<file path="src/rtl/iterative_mult_unit.sv">
// Multi-cycle shift-add multiplier for MULT/MULTU with architectural HI/LO.
// One multiplier bit is consumed per clock, LSB first; sign is applied once at the end.
module iterative_mult_unit #(
    parameter int WIDTH = 32
) (
    input  logic             Clk,
    input  logic             Rst,
    input  logic             Start,
    input  logic             Signed,
    input  logic [WIDTH-1:0] inA,
    input  logic [WIDTH-1:0] inB,
    input  logic             WriteHi,
    input  logic             WriteLo,
    input  logic [WIDTH-1:0] WrData,
    output logic             Busy,
    output logic             Done,
    output logic [WIDTH-1:0] Hi,
    output logic [WIDTH-1:0] Lo
);

    // state | meaning
    // IDLE  | waiting for Start; MTHI/MTLO writes honoured
    // RUN   | one shift-add step per edge, WIDTH steps
    // FIN   | sign-correct accumulator into Hi/Lo, pulse Done
    typedef enum logic [1:0] {IDLE, RUN, FIN} state_t;

    localparam int            CW   = $clog2(WIDTH) + 1;
    localparam logic [CW-1:0] LAST = CW'(WIDTH - 1);
    localparam logic [CW-1:0] ONE  = CW'(1);

    state_t             state_q;
    logic [WIDTH-1:0]   mcand_q;
    logic [WIDTH-1:0]   mplier_q;
    logic [2*WIDTH-1:0] acc_q;
    logic               neg_q;
    logic [CW-1:0]      cnt_q;
    logic [WIDTH-1:0]   hi_q;
    logic [WIDTH-1:0]   lo_q;
    logic               busy_q;
    logic               done_q;

    logic [WIDTH-1:0]   mag_a_d;
    logic [WIDTH-1:0]   mag_b_d;
    logic [WIDTH:0]     sum_d;
    logic [2*WIDTH-1:0] acc_d;
    logic [2*WIDTH-1:0] prod_d;

    always_comb begin
        // Negating the most negative value wraps to itself, which is its correct unsigned magnitude.
        mag_a_d = (Signed && inA[WIDTH-1]) ? -inA : inA;
        mag_b_d = (Signed && inB[WIDTH-1]) ? -inB : inB;
        sum_d   = {1'b0, acc_q[2*WIDTH-1:WIDTH]} + (mplier_q[0] ? {1'b0, mcand_q} : '0);
        acc_d   = {sum_d, acc_q[WIDTH-1:1]};
        prod_d  = neg_q ? -acc_q : acc_q;
    end

    always_ff @(posedge Clk or negedge Rst) begin
        if (!Rst) begin
            state_q  <= IDLE;
            mcand_q  <= '0;
            mplier_q <= '0;
            acc_q    <= '0;
            neg_q    <= 1'b0;
            cnt_q    <= '0;
            hi_q     <= '0;
            lo_q     <= '0;
            busy_q   <= 1'b0;
            done_q   <= 1'b0;
        end else begin
            done_q <= 1'b0;
            case (state_q)
                IDLE: begin
                    if (WriteHi) hi_q <= WrData;
                    if (WriteLo) lo_q <= WrData;
                    if (Start) begin
                        mcand_q  <= mag_a_d;
                        mplier_q <= mag_b_d;
                        neg_q    <= Signed & (inA[WIDTH-1] ^ inB[WIDTH-1]);
                        cnt_q    <= '0;
                        acc_q    <= '0;
                        busy_q   <= 1'b1;
                        state_q  <= RUN;
                    end
                end
                RUN: begin
                    acc_q    <= acc_d;
                    mplier_q <= mplier_q >> 1;
                    cnt_q    <= cnt_q + ONE;
                    if (cnt_q == LAST) state_q <= FIN;
                end
                FIN: begin
                    {hi_q, lo_q} <= prod_d;
                    busy_q       <= 1'b0;
                    done_q       <= 1'b1;
                    state_q      <= IDLE;
                end
                default: state_q <= IDLE;
            endcase
        end
    end

    assign Busy = busy_q;
    assign Done = done_q;
    assign Hi   = hi_q;
    assign Lo   = lo_q;

endmodule

</file>
<file path="config.mk">
export PLATFORM = sky130hd
export DESIGN_NAME = iterative_mult_unit
export DESIGN_NICKNAME = d
export VERILOG_FILES = /design/src/rtl/iterative_mult_unit.sv
export SDC_FILE = /design/constraint.sdc
export NUM_CORES = 1
export LEC_CHECK = 0
export ABC_AREA = 1
export CAP_MARGIN = 20
export CORE_MARGIN = 2
export CORE_UTILIZATION = 30
export DETAILED_ROUTE_END_ITERATION = 6
export PLACE_DENSITY = 0.54
export SYNTH_ARGS = -nofsm -noshare
export SYNTH_HDL_FRONTEND = slang
export SYNTH_SLANG_ARGS = --single-unit
</file>
<file path="constraint.sdc">
create_clock -name Clk -period 3.23 [get_ports Clk]
set_input_delay 0.646 -clock Clk [delete_from_list [all_inputs] [get_ports Clk]]
set_output_delay 0.646 -clock Clk [all_outputs]
set_load 0.03 [all_outputs]
</file>
==> results_dict.tcl, run 1 <==
set metrics [dict create \
    tightest_slew_ps 792.9 \
    drt_wl_total_um 50650 \
    grt_overflow 0 \
    slew_headroom 0.4714 \
    crit_arrival_ps 2840 \
    clk_latency_ps 550 \
    critPathMaxFanout 5 \
    nets 2434 \
    final_cell_mix "nand2_1, nor2_1, inv_1" \
    htreeDepth 1 \
    hold_class "primary input to asynchronous set/reset pin" \
    first_iter_violations 1041 \
    setup-tns-final_ps 0 \
    initial_core_util 0.3047 \
    first_pass_iters 7 \
    clock_skew_ps 22.58 \
    min_period_over_period 0.7484 \
    antenna_found_initial 0 \
    grt_pass1_wl_um 79690 \
    dieArea_sq_um 49140 \
    finalCriticalPeriod_ps 2417 \
    synth_cell_type_count 50 \
    ys_ff_latch 203 \
    reg2regPathDepth 13 \
    violations "design-rule violations" \
    slew_violations 0 \
    num_rows 79 \
    core_area_sq_um 46650 \
    area_growth_pct 23.22 \
    netlist_instances 2149 \
    via_per_inst 5.017 \
    ys_warn_count 0 \
    peakVddDrop_v 0.0004481 \
    port-buffer-count 167 \
    ioPinCount 168 \
    syn-num-nets 2288 \
    rr_startpoint "acc_q[32]" \
    postRouteAntennaNets 0 \
    ys.flop_type "dfrtp_1" \
    grt_setup_unrepaired "no" \
    hold_viol_final 0 \
    p_leak_uw 0.008174 \
    grt_max_degree 73 \
    status "complete, but fails checks" \
    hpwl_um 39490 \
    n_fill_cell 5067 \
    layout_commonest_cell "nand2_1" \
    place_congestion 0.9344 \
    drive_gt1_frac 0.05409 \
    postCtsHoldBufs 0 \
    die_h_um 221.7 \
    tritoncts "built" \
    vias 14640 \
    cts.sinks 203 \
    globalRouteTotalUtil 0.2034 \
    synthesis.area_sq_um 14210 \
    maxCapViolations 0 \
    r2r-end "acc_q[55]" \
    critPathCaptureType "flip-flop" \
    antenna_cells 0 \
    finalSetupViolCount 0 \
    synthesis.area_per_instance_sq_um 6.614 \
    post_cts_buffers 0 \
    dieWidth_um 221.7 \
    cts.clk_slew.worst_paths_ps 60 \
    worst-endpoint-required_ps 3650 \
    cts_resized 0 \
    cts_root_buf "clkbuf_16" \
    fmax_ghz 0.4137 \
    p_per_area_nw_per_um2 1034 \
    wl_per_cell_um 17.36 \
    clk_path_buf_depth 3 \
    synth-edff-count 0 \
    r2r_setup_slack_ps 810 \
    ys_seq_area_frac 0.3574 \
    cts_buffers 26 \
    synth-async-reset-ratio 1.000 \
    post-route-util 0.3754 \
    critical_path_class "flip-flop to flip-flop" \
    crit_path_start_kind "flip-flop" \
    grt_pass1_vias 14050 \
    post-route-drc-count 11 \
]
[synth_stat cells, types with 3 or more instances]
| cell type | count | area [sq um] |
|---|---|---|
| o31ai_1 | 6 | 45.04 |
| o211ai_1 | 3 | 22.52 |
| ha_1 | 36 | 450.4 |
| o21ai_4 | 4 | 65.06 |
| a22oi_1 | 28 | 210.2 |
| nor2_1 | 299 | 1122 |
| buf_4 | 3 | 22.52 |
| nor2_4 | 5 | 56.30 |
| xor2_1 | 25 | 219.0 |
| nor3_1 | 21 | 105.1 |
| nand4_1 | 21 | 131.4 |
| o22ai_1 | 39 | 244.0 |
| nand2_1 | 570 | 2140 |
| o21ai_1 | 18 | 90.09 |
| xnor2_1 | 9 | 78.83 |
| o21ai_0 | 127 | 635.6 |
| nand3b_1 | 10 | 75.07 |
| nor2_2 | 10 | 62.56 |
| a21oi_2 | 4 | 35.03 |
| clkbuf_1 | 48 | 180.2 |
| o21ai_2 | 4 | 35.03 |
| nand3_1 | 175 | 875.8 |
| dfrtp_1 | 203 | 5080 |
| a31oi_1 | 7 | 43.79 |
| nand2_2 | 10 | 62.56 |
| inv_1 | 228 | 855.8 |
| buf_2 | 20 | 100.1 |
| nand2_4 | 3 | 33.78 |
| inv_2 | 8 | 30.03 |
| a21oi_1 | 175 | 875.8 |
| or2_2 | 7 | 43.79 |
[worst max-delay path by stage]
stage / from / to / slack (ps)
2_1_floorplan: mplier_q[0] / acc_q[59] / 830
3_3_place_gp: inA[31] / mcand_q[26] / 590
3_5_place_dp: inA[31] / mcand_q[26] / 570
4_1_cts: acc_q[32] / acc_q[59] / 820
5_1_grt: acc_q[32] / acc_q[59] / 560
6_report: acc_q[32] / acc_q[55] / 810
[flip-flops by register name, summed over array words and instances (netlist names), 2 cells and up]
name / cells
state_q: 2
mplier_q: 32
mcand_q: 32
acc_q: 64
Hi: 32
Lo: 32
cnt_q: 6
[critical path: stages, from the launching register on]
cell and delay, ps:
dfrtp_1 500, ha_1 220, inv_1 80, fa_1 420, o21ai_1 280, nand2_1 90
nand2_1 130, nand2_1 60, nand2_1 140, nand2_1 120, nand2_1 70, nand2_1 50
nand3_1 60, nand2_1 50
[power by group]
part | switching (uW) | total [uW] | internal (uW) | leakage (uW)
logic | 6660 | 10100 | 3450 | 0.00529
clock network | 1160 | 3160 | 2010 | 0.000455
registers | 1090 | 4830 | 3750 | 0.00243
[kinds of logic (layout without fill, tap and decap cells)]
logic type,count (synthesis),in the layout,synth area share
simple gates,1142,1142,0.3377
xor+xnor,34,34,0.02095
compound gates,423,423,0.1665
flops,203,203,0.3574
buf+inv,310,472,0.08442
fa+ha+maj,37,37,0.03310
[routing by layer]
metal | GRT usage | up-vias | part of all wire | routed length (um)
met5 | 0 | - | 0 | 0
met4 | 0.06037 | 0 | 0.027 | 1375
met3 | 0.02929 | 73 | 0.055 | 2767
met2 | 0.3245 | 410 | 0.45 | 22720
met1 | 0.2851 | 6816 | 0.47 | 23790
li1 | - | 7340 | - | -
[final cells by class]
cell class	count	area [sq um]	area share
multi-input cells	1636	7956	0.4543
flip-flops and latches	203	5081	0.2901
repair buffers	190	1898	0.1084
inverters	238	893.4	0.05101
clock buffers	39	800.8	0.04572
well taps	607	759.5	0.04336
clock inverters	5	125.1	0.007144
[through the flow]
stage | cells | power, uW | setup WS [ps] | instance area [sq um] | hold slack (ps)
final | 2918 | 18100 | 812.5 | 17510 | 86.95
after global routing | 2918 | 19630 | 558.0 | 17510 | 118.5
after CTS | 2918 | 18190 | 822.4 | 17510 | 91.23
after detailed placement | 2874 | 14930 | 565.9 | 16590 | 470.5
after global placement | 2874 | 14810 | 585.7 | 16590 | 463.7
after floorplan | 2149 | 11480 | 833.0 | 14210 | 350.4
No activity file was read; power rests on OpenSTA's default activity.
==> inputs of run 2 (changes only) <==
==> constraint.sdc (replaced) <==
create_clock -name Clk -period 2.48 [get_ports Clk]
set_input_delay 0.496 -clock Clk [delete_from_list [all_inputs] [get_ports Clk]]
set_output_delay 0.496 -clock Clk [all_outputs]
set_load 0.03 [all_outputs]
==> results_dict.tcl, run 2 (synthesized netlist as in run 1, its figures left out) <==
set metrics [dict create \
    postRouteAntennaNets 0 \
    hold_class "primary input to asynchronous set/reset pin" \
    final_cell_mix "nand2_1, nor2_1, inv_1" \
    placed_area_sq_um 16840 \
    nets 2459 \
    hold_viol_final 0 \
    violations "design-rule violations" \
    largest_register_ffs 64 \
    cts.sinks 203 \
    fmax_ghz 0.4280 \
    clk_latency_ps 580 \
    grt_max_degree 73 \
    grt_pass1_vias 14340 \
    via_per_inst 5.018 \
    slew_headroom 0.5527 \
    maxCapViolations 0 \
    cts_buffers 25 \
    antenna_cells 0 \
    met1_length_um 24030 \
    cts_root_buf "clkbuf_16" \
    clkPwrFrac 0.157 \
    min_period_over_period 0.9422 \
    globalRouteTotalUtil 0.2055 \
    setup-tns-final_ps 0 \
    p_leak_uw 0.008266 \
    ioPinCount 168 \
    crit_path_start "mplier_q[0]" \
    tritoncts "built" \
    peakVddDrop_v 0.0005915 \
    top_register "acc_q" \
    core_area_sq_um 46650 \
    initial_core_util 0.3047 \
    power_frac_comb 0.577 \
    hpwl_um 40160 \
    dieArea_sq_um 49140 \
    seqPwrFrac 0.266 \
    dr_wl_met2_um 23840 \
    wl_per_cell_um 17.46 \
    slew_violations 0 \
    rr_startpoint "mplier_q[0]" \
    topRoutingLayerUsed "met4" \
    drive_gt1_frac 0.07317 \
    tightest_slew_ps 671.0 \
    critical_path_class "flip-flop to flip-flop" \
    clk_path_buf_depth 3 \
    drt_wl_total_um 51410 \
    crit_path_start_kind "flip-flop" \
    clock_skew_ps 39.31 \
    cts.clk_slew.worst_paths_ps 70 \
    post-route-drc-count 11 \
    met3_length_um 2388 \
    worst-endpoint-required_ps 2920 \
    layout_commonest_cell "nand2_1" \
    first_iter_violations 1136 \
    critPathMaxFanout 6 \
    area_growth_pct 25.23 \
    power_switching_uw 11870 \
    grt_pass1_wl_um 80720 \
    vias 14770 \
    grt_overflow 0 \
    status "complete, but fails checks" \
    fin_area_sq_um 17800 \
    port-buffer-count 167 \
    die_h_um 221.7 \
    first_pass_iters 7 \
    internal_power_uw 11790 \
    place_congestion 0.9706 \
    dieWidth_um 221.7 \
    netSwitchingFraction 0.5016 \
    finalCriticalPeriod_ps 2337 \
    p_per_area_nw_per_um2 1329 \
    htreeDepth 1 \
    num_rows 79 \
    critPathCaptureType "flip-flop" \
    crit_arrival_ps 2770 \
    finalSetupViolCount 0 \
    antenna_found_initial 0 \
]
==> run 2: cell types whose count changed in the layout (fill, tap and decap cells not counted), moves of 4 or more <==
cell      before  now
clkinv_2       1    6
nor2_2         7   12
buf_12         4    9
ha_4           0    6
nor2_1       299  294
a21oi_2        4    8
o21ai_0      127  123
clkbuf_8       9    4
a21oi_1      175  171
ha_1          36   29
buf_4         19   38
==> run 2: repair_timing <==
item	CTS	global route
hold endpoints to repair	48	0
hold buffers	1	0
setup endpoints to repair	0	24
setup buffers	0	0
resized for setup	0	30
==> run 2: per-layer routing <==
metal	vias up	global-route usage
met5	-	0
met4	0	0.05013
met3	66	0.02200
met2	393	0.3442
met1	6920	0.2835
li1	7395	-
==> run 2: worst max-delay path, cell delays in order (launching register included) <==
cell     delay, ps
dfrtp_2        420
nand2_1         70
inv_1          110
ha_1           190
inv_1           80
fa_2           390
o21ai_4        170
nand2_1         80
nand2_1        120
nand2_1         70
nand2_1        150
nand2_1        130
nand2_1         80
nand2_1         50
nand3_1         60
nand2_1         50
==> run 2: path summary, 6_finish.rpt <==
| kind | slack, ps | endpoint | cells past startpoint |
|---|---|---|---|
| setup reg to reg | 140 | acc_q[59] | 15 |
| hold / removal | 460 | Lo[15] | 2 |
| setup / recovery | 140 | acc_q[59] | 15 |
| min in group Clk | 480 | mcand_q[25] | 2 |
| hold reg to reg | 480 | mcand_q[25] | 2 |
| max in group asynchronous | 1300 | acc_q[23] | 4 |
==> run 2: through the flow <==
stage | util | total power, uW | cells | hold slack [ps] | worst slack [ps]
CTS | 0.3785 | 23400 | 2944 | 480.4 | 21.63
detailed placement | 0.3609 | 19580 | 2899 | 466.8 | 47.23
global placement | 0.3609 | 19430 | 2899 | 467.4 | 67.54
finish | 0.3815 | 23660 | 2944 | 458.2 | 143.3
global route | 0.3815 | 25600 | 2944 | 494.5 | -18.78
floorplan | - | 14950 | 2149 | 200.4 | 82.97
==> run 2: cell type report <==
class | instances | area, sq um
inverter | 238 | 893.4
clock buffer | 33 | 685.7
timing repair buffer | 216 | 2166
fill | 5015 | 28860
multi-input combinational | 1636 | 8087
clock inverter | 11 | 126.4
tap | 607 | 759.5
sequential | 203 | 5082
==> run 2: power groups by stage <==
stage	combinational, uW	sequential (uW)	clock, uW
3_5_place_dp	13300	6290	0
5_1_grt	15200	6510	3950
6_report	13600	6290	3720
3_3_place_gp	13100	6280	0
4_1_cts	13300	6250	3810
2_1_floorplan	8130	6820	0
==> inputs of run 3 (changes only) <==
--- a/config.mk
+++ b/config.mk
@@ -11,6 +11,7 @@
 export CORE_UTILIZATION = 30
 export DETAILED_ROUTE_END_ITERATION = 6
 export PLACE_DENSITY = 0.54
+export REMOVE_ABC_BUFFERS = 1
 export SYNTH_ARGS = -nofsm -noshare
 export SYNTH_HDL_FRONTEND = slang
 export SYNTH_SLANG_ARGS = --single-unit
==> results_dict.tcl, run 3 (synthesized netlist as in run 1, its figures left out) <==
set metrics [dict create \
    antenna_cells 0 \
    grt_max_degree 63 \
    cts_buffers 26 \
    core_area_sq_um 46650 \
    initial_core_util 0.3047 \
    num_rows 79 \
    post-route-drc-count 18 \
    tritoncts "built" \
    status "complete, but fails checks" \
    area_growth_pct 24.83 \
    clk_latency_ps 550 \
    setup-tns-final_ps 0 \
    cts_root_buf "clkbuf_16" \
    slew_violations 0 \
    cts.clk_slew.worst_paths_ps 60 \
    vias 14740 \
    ioPinCount 168 \
    maxCapViolations 0 \
    placed_area_sq_um 16840 \
    place_congestion 0.9207 \
    nets 2458 \
    grt_overflow 0 \
    hpwl_um 39740 \
    crit_path_start_kind "flip-flop" \
    die_h_um 221.7 \
    antenna_found_initial 0 \
    drive_gt1_frac 0.06798 \
    worst-endpoint-required_ps 2900 \
    hold_viol_final 0 \
    postRouteAntennaNets 0 \
    violations "design-rule violations" \
    wl_per_cell_um 17.24 \
    post_cts_buffers 0 \
    fmax_ghz 0.4336 \
    critPathMaxFanout 9 \
    port-buffer-count 167 \
    p_per_area_nw_per_um2 1332 \
    clock_skew_ps 20.58 \
    critical_path_class "flip-flop to flip-flop" \
    critPathCaptureType "flip-flop" \
    crit_arrival_ps 2720 \
    peakVddDrop_v 0.0005480 \
    first_pass_iters 7 \
    htreeDepth 1 \
    final_cell_mix "nand2_1, nor2_1, inv_1" \
    finalSetupViolCount 0 \
    p_leak_uw 0.008293 \
    largest_register_ffs 64 \
    grt_pass1_wl_um 80850 \
    drt_wl_total_um 50800 \
    layout_commonest_cell "nand2_1" \
    dieWidth_um 221.7 \
    slew_headroom 0.4866 \
    grt_pass1_vias 14700 \
    globalRouteTotalUtil 0.2043 \
    clk_path_buf_depth 3 \
    dieArea_sq_um 49140 \
    top_register "acc_q" \
    min_period_over_period 0.9299 \
    timing.hold.ws_ps 468.7 \
    fin_area_sq_um 17740 \
    finalCriticalPeriod_ps 2306 \
    cts.sinks 203 \
    first_iter_violations 983 \
    via_per_inst 5.004 \
    hold_class "primary input to asynchronous set/reset pin" \
    tightest_slew_ps 770.2 \
]
-- run 3: final cells by class --
| type | instances | area [sq um] |
|---|---|---|
| Fill cell | 5080 | 28910 |
| Timing Repair Buffer | 214 | 2156 |
| Sequential cell | 203 | 5082 |
| Multi-Input combinational cell | 1636 | 7978 |
| Inverter | 238 | 893.4 |
| Tap cell | 607 | 759.5 |
| Clock inverter | 8 | 70.07 |
| Clock buffer | 40 | 804.5 |
-- run 3: where the power goes --
group	leakage (uW)	switching (uW)	internal, uW	total (uW)
combinational	0.00543	8700	4740	13400
clock	0.000430	1520	2330	3840
sequential	0.00243	1470	4880	6350
total	0.00829	11700	11900	23600
-- run 3: layer usage --
| metal | share of wire | vias to the layer above | GRT usage | wire length [um] |
|---|---|---|---|---|
| met1 | 0.46 | 6910 | 0.2764 | 23410 |
| met5 | 0 | - | 0 | 0 |
| met2 | 0.47 | 382 | 0.3438 | 23740 |
| met4 | 0.027 | 0 | 0.06146 | 1384 |
| li1 | - | 7379 | - | - |
| met3 | 0.045 | 72 | 0.02134 | 2263 |
-- run 3: critical path: stages, from the launching register on --
cell and delay (ps):
dfrtp_2 440, buf_4 170, nand2_1 60, inv_1 50, ha_1 320, a21oi_1 250
o21ai_2 110, nand2_1 90, nand2_1 80, nand2_1 80, nand2_1 90, or2_2 290
nand3_1 70, o21ai_0 70
-- run 3: what timing repair did --
item	4_1_cts	5_1_grt
endpoints found under the hold margin	42	0
hold buffers	1	0
resized for setup	0	10
endpoints found under the setup margin	0	20
-- run 3: path summary, 6_finish.rpt --
path | endpoint | cells after the start | slack [ps] | startpoint
max in group asynchronous | Hi[20] | 3 | 1240 | Rst
min in group Clk | Busy | 2 | 480 | Busy
setup reg to reg | acc_q[45] | 13 | 170 | mplier_q[0]
setup / recovery | acc_q[45] | 13 | 170 | mplier_q[0]
hold reg to reg | Busy | 2 | 480 | Busy
hold / removal | acc_q[4] | 2 | 470 | Rst
-- run 3: metrics by stage --
| step | cells | total power, uW | setup slack, ps | utilization |
|---|---|---|---|---|
| after floorplan | 2077 | 14780 | -950.4 | - |
| after global placement | 2897 | 19550 | 23.68 | 0.3609 |
| after detailed placement | 2897 | 19730 | 4.762 | 0.3609 |
| after CTS | 2946 | 23680 | 81.28 | 0.3798 |
| after global routing | 2946 | 25670 | -1.752 | 0.3803 |
| final | 2946 | 23630 | 173.9 | 0.3803 |
